## config.mk

```make
export PLATFORM = sky130hd
export DESIGN_NAME = regbank_port_sequencer
export DESIGN_NICKNAME = d
export VERILOG_FILES = /design/src/rtl/regbank_port_sequencer.sv
export SDC_FILE = /design/constraint.sdc
export NUM_CORES = 1
export LEC_CHECK = 0
export ABC_CLOCK_PERIOD_IN_PS = 2100
export BUFFER_PORTS_ARGS = -buffer_cell sky130_fd_sc_hd__buf_2
export CAP_MARGIN = 0
export CORE_ASPECT_RATIO = 1.1
export CORE_UTILIZATION = 46
export CTS_BUF_LIST = sky130_fd_sc_hd__clkbuf_8 sky130_fd_sc_hd__clkbuf_16
export DETAILED_ROUTE_END_ITERATION = 16
export GPL_ROUTABILITY_DRIVEN = 0
export PLACE_DENSITY = 0.8
export SLEW_MARGIN = 10
export SYNTH_ARGS = -nofsm -noshare
export SYNTH_HDL_FRONTEND = slang
export SYNTH_SLANG_ARGS = --single-unit
```

## constraint.sdc

```tcl
create_clock -name clk -period 2.1 [get_ports clk]
set_input_delay 0.105 -clock clk [delete_from_list [all_inputs] [get_ports clk]]
set_output_delay 0.105 -clock clk [all_outputs]
set_load 0.005 [all_outputs]
```

## src/rtl/regbank_port_sequencer.sv

```systemverilog
// rtl/regbank_port_sequencer.sv - sequences writebacks and two-operand reads onto a single-port register bank
module regbank_port_sequencer #(
    parameter int DATA_W = 32,
    parameter int SEL_W  = 4
) (
    input  logic              clk,
    input  logic              reset,
    input  logic              rd_req_valid,
    output logic              rd_req_ready,
    input  logic [SEL_W-1:0]  rs1,
    input  logic [SEL_W-1:0]  rs2,
    output logic              rd_rsp_valid,
    input  logic              rd_rsp_ready,
    output logic [DATA_W-1:0] rs1_data,
    output logic [DATA_W-1:0] rs2_data,
    input  logic              wb_valid,
    output logic              wb_ready,
    input  logic [SEL_W-1:0]  wb_rd,
    input  logic [DATA_W-1:0] wb_data,
    output logic [SEL_W-1:0]  bank_select,
    output logic              bank_write,
    output logic [DATA_W-1:0] bank_dataIn,
    input  logic [DATA_W-1:0] bank_dataOut
);

    typedef enum logic [2:0] {IDLE, WRITE, READ1, READ2, RESP} state_t;

    state_t             state, state_nxt;
    logic               wb_full, req_pending;
    logic [SEL_W-1:0]   wb_rd_q, rs1_q, rs2_q;
    logic [DATA_W-1:0]  wb_data_q;
    logic               wb_fire, req_fire, rsp_fire;
    logic [SEL_W-1:0]   wb_rd_nxt, rs1_nxt;
    logic [DATA_W-1:0]  wb_data_nxt;

    // Readies are gated by reset so they read 0 while held and 1 right after release.
    assign wb_ready     = reset && !wb_full;
    assign rd_req_ready = reset && (state == IDLE) && !req_pending;

    assign wb_fire  = wb_valid && wb_ready;
    assign req_fire = rd_req_valid && rd_req_ready;
    assign rsp_fire = rd_rsp_valid && rd_rsp_ready;

    assign wb_rd_nxt   = wb_fire  ? wb_rd   : wb_rd_q;
    assign wb_data_nxt = wb_fire  ? wb_data : wb_data_q;
    assign rs1_nxt     = req_fire ? rs1     : rs1_q;

    always_comb begin
        state_nxt = state;
        case (state)
            IDLE: begin
                if (wb_full || wb_fire)
                    state_nxt = WRITE;
                else if (req_pending || req_fire)
                    state_nxt = READ1;
            end
            WRITE:   state_nxt = req_pending ? READ1 : IDLE;
            READ1:   state_nxt = READ2;
            READ2:   state_nxt = RESP;
            RESP: begin
                if (rsp_fire)
                    state_nxt = wb_full ? WRITE : IDLE;
            end
            default: state_nxt = IDLE;
        endcase
    end

    always_ff @(posedge clk or negedge reset) begin
        if (!reset) begin
            state        <= IDLE;
            wb_full      <= 1'b0;
            req_pending  <= 1'b0;
            wb_rd_q      <= '0;
            wb_data_q    <= '0;
            rs1_q        <= '0;
            rs2_q        <= '0;
            rs1_data     <= '0;
            rs2_data     <= '0;
            rd_rsp_valid <= 1'b0;
            bank_select  <= '0;
            bank_write   <= 1'b0;
            bank_dataIn  <= '0;
        end else begin
            state <= state_nxt;

            if (wb_fire) begin
                wb_rd_q   <= wb_rd;
                wb_data_q <= wb_data;
            end
            if (state == WRITE)
                wb_full <= 1'b0;
            else if (wb_fire)
                wb_full <= 1'b1;

            if (req_fire) begin
                rs1_q       <= rs1;
                rs2_q       <= rs2;
                req_pending <= 1'b1;
            end else if (state == READ2) begin
                req_pending <= 1'b0;
            end

            // Register 0 is hardwired to zero on the read side.
            if (state == READ1)
                rs1_data <= (rs1_q == '0) ? '0 : bank_dataOut;
            if (state == READ2)
                rs2_data <= (rs2_q == '0) ? '0 : bank_dataOut;

            // Bank-facing outputs are registered from the upcoming state.
            rd_rsp_valid <= (state_nxt == RESP);
            bank_write   <= (state_nxt == WRITE) && (wb_rd_nxt != '0);
            bank_dataIn  <= (state_nxt == WRITE) ? wb_data_nxt : '0;
            case (state_nxt)
                WRITE:   bank_select <= wb_rd_nxt;
                READ1:   bank_select <= rs1_nxt;
                READ2:   bank_select <= rs2_q;
                default: bank_select <= '0;
            endcase
        end
    end

endmodule

```

==> results.sh <==
export IMPL_drive_above_1_share_pct=41.5
export IMPL_hpwl_um=8240
export IMPL_met3_length_um=1030
export IMPL_rsz0062_at_grt="no"
export IMPL_cts_buffer_depth=2
export IMPL_hold_class="in -> async"
export IMPL_max_slew_margin_pct=49.4
export IMPL_syn_inst=360
export IMPL_grt_pass1_vias=4431
export IMPL_first_iter_violations=198
export IMPL_maxCapViolations=0
export IMPL_path_clk_slew_ns=0.06
export IMPL_r2r_start="state[2]"
export IMPL_finalSetupTns_ns=0
export IMPL_num_io_pins=185
export IMPL_worst_setup_path_end_kind="register"
export IMPL_drc=0
export IMPL_via_count=4130
export IMPL_viasPerCell=5.23
export IMPL_cts_inserted_buffers=17
export IMPL_synth_area_leaders="dfrtp_1 (69%), a22o_1 (10%), mux2_2 (7.4%), nor2b_1 (3.8%), mux2i_1 (1.5%)"
export IMPL_die_x_um=106
export IMPL_grt_overflow=0
export IMPL_ctsHoldBuffers=76
export IMPL_required_ns=2.43
export IMPL_wl_per_cell_um=18.0
export IMPL_avgSynthCellArea_um2=15.2
export IMPL_placementRows=41
export IMPL_min_period_ns=1.98
export IMPL_clkLatencyLatePin_ns=0.41
export IMPL_htree_levels=4
export IMPL_cts_tree="done"
export IMPL_crit_fanout=18
export IMPL_arrival_ns=2.30
export IMPL_clock_skew_ns=0.00936
export IMPL_die_y_um=116
export IMPL_start_util_pct=47.5
export IMPL_cts_sinks=151
export IMPL_slew_viol_final=0
export IMPL_timing_hold_violations_final=151
export IMPL_placed_cells=680
export IMPL_die_area_um2=12300
export IMPL_yosysWarnings=0
export IMPL_r2r_end="bank_dataIn[2]"
export IMPL_synth_top_area_cell="dfrtp_1"
export IMPL_grt_pass1_wl_um=22100
export IMPL_io_buffers=184
export IMPL_fin_crit_sh_pct=94.1
export IMPL_wl_um=14200
export IMPL_yosys_most_used_dff="dfrtp_1"
export IMPL_diodes=0
export IMPL_pre_cts_ws_ns=0.0422
export IMPL_cts_setup_buffers=0
export IMPL_ant_nets=0
export IMPL_criticalPathCategory="reg -> reg"
export IMPL_synth_edff_count=0
export IMPL_fmax_mhz=506
export IMPL_start_kind="register"
export IMPL_rr_worst_depth=4
export IMPL_syn_area_um2=5460
export IMPL_synth_seq_area_share_pct=69.3
export IMPL_routed_top_layer="met4"
export IMPL_holdWs_ns=-0.510
export IMPL_yosysTopAreaCellShare_pct=69.3
export IMPL_grt_max_degree=149
export IMPL_antenna_found_initial=0
export IMPL_async_reset_ff_share_pct=100
export IMPL_clockRootBuffer="clkbuf_16"
export IMPL_ys_seq_elements=151
export IMPL_r2r_setup_slack_ns=0.12
export IMPL_finalNonFillerCells=789
export IMPL_grt_total_usage_pct=23.7
export IMPL_dr_wl_met2_um=7130
export IMPL_synth_fp_nets=441
export IMPL_tightest_slew_ns=0.759
export IMPL_wl_met1_um=5800
export IMPL_nets=707
export IMPL_setup_viol=0
export IMPL_drt_pass1_iter_count=4
export IMPL_core_area_um2=11500
export IMPL_cellPowerDensity_nw_per_um2=1430
export IMPL_syn_to_final_growth_pct=44.3
export IMPL_status="finished, violations left"
export IMPL_fin_ws_ns=0.123
export IMPL_synth_cell_types=31
export IMPL_vdd_drop_max_mv=0.761
export IMPL_failed_checks="negative hold slack"
export IMPL_p_leak_nw=3.95
## area by class of cell
| type | instances | area (um2) |
|---|---|---|
| timing repair buffer | 266 | 1750 |
| inverter | 9 | 33.8 |
| clock inverter | 14 | 120 |
| fill | 785 | 3620 |
| multi-input combinational | 181 | 1570 |
| clock buffer | 18 | 439 |
| tap | 150 | 188 |
| sequential | 151 | 3780 |
## flip-flops by register name (all words and copies together) (netlist names)
| register | cells |
|---|---|
| rs1_data | 32 |
| wb_data_q | 32 |
| req_pending | 1 |
| wb_full | 1 |
| rd_rsp_valid | 1 |
| bank_dataIn | 32 |
| bank_select | 4 |
| bank_write | 1 |
| rs1_q | 4 |
| state | 3 |
| wb_rd_q | 4 |
| rs2_q | 4 |
| rs2_data | 32 |
## critical path, stage by stage, from the launching register on
cell and delay (ns):
dfrtp_1 0.51, or3b_1 0.47, o32ai_4 0.27, nand3_2 0.41, nor2b_1 0.24
## layer usage
| layer | up-vias | global-route usage, % |
|---|---|---|
| met4 | 0 | 10.0 |
| met2 | 199 | 40.2 |
| met3 | 25 | 6.47 |
| li1 | 1823 | - |
| met5 | - | 0 |
| met1 | 2083 | 28.9 |
## metrics by stage
| stage | hold slack, ns | cell area (um2) | util [%] | total power [mW] |
|---|---|---|---|---|
| after floorplan | -0.191 | 5460 | - | 6.81 |
| after global placement | -0.0890 | 6530 | 56.8 | 7.99 |
| after detailed placement | -0.0898 | 6530 | 56.8 | 8.20 |
| after CTS | -0.530 | 7850 | 68.3 | 11.2 |
| after global routing | -0.525 | 7870 | 68.5 | 11.9 |
| final | -0.510 | 7870 | 68.5 | 11.2 |
## worst max path at each step
stage	cells after the start	from	to
after global placement	4	state[1]	bank_select[0]
after floorplan	6	state[1]	bank_select[3]
after CTS	4	state[1]	bank_select[3]
final	4	state[2]	bank_dataIn[2]
after global routing	4	state[2]	bank_dataIn[23]
after detailed placement	4	state[1]	bank_select[3]
## cell usage in the layout (no fill, tap or decap), types with 3 or more instances in the layout
master	Yosys	layout
a21o_1	3	3
clkinv_4	0	3
clkinvlp_4	0	4
mux2i_1	8	8
dlygate4sd3_1	0	76
inv_1	9	10
o221ai_1	4	4
nand2_1	7	7
mux2_2	36	36
a22o_1	64	64
inv_8	0	3
dfrtp_1	151	151
nand3b_1	3	3
nor2b_1	33	33
buf_2	4	183
clkbuf_16	0	17
inv_6	0	3
buf_4	2	5
## synth_stat cells, drive strengths merged (3+ instances only)
library cell,instances
dfrtp,151
a22o,64
mux2,36
nor2b,33
clkbuf,12
inv,9
buf,8
mux2i,8
nand2,7
o221ai,4
a21o,3
nand3b,3
## power by group
part / internal, mW / switching, mW
Clock: 1.58 / 1.26
Sequential: 4.14 / 0.623
Combinational: 1.89 / 1.75
Total: 7.62 / 3.63
## cells by family after synthesis
logic type	count (synthesis)	share of synthesized area, %
AND/OR/NAND/NOR	57	6.84
buffers and inverters	29	2.50
multiplexers	44	8.90
flip-flops	151	69.3
AO/OA/AOI/OAI	79	12.5
## repair_timing
item                       4_1_cts  5_1_grt
gates resized for setup          0        1
hold endpoints to repair       259       58
setup endpoints to repair        0        5
No activity file was read; power rests on OpenSTA's default activity.
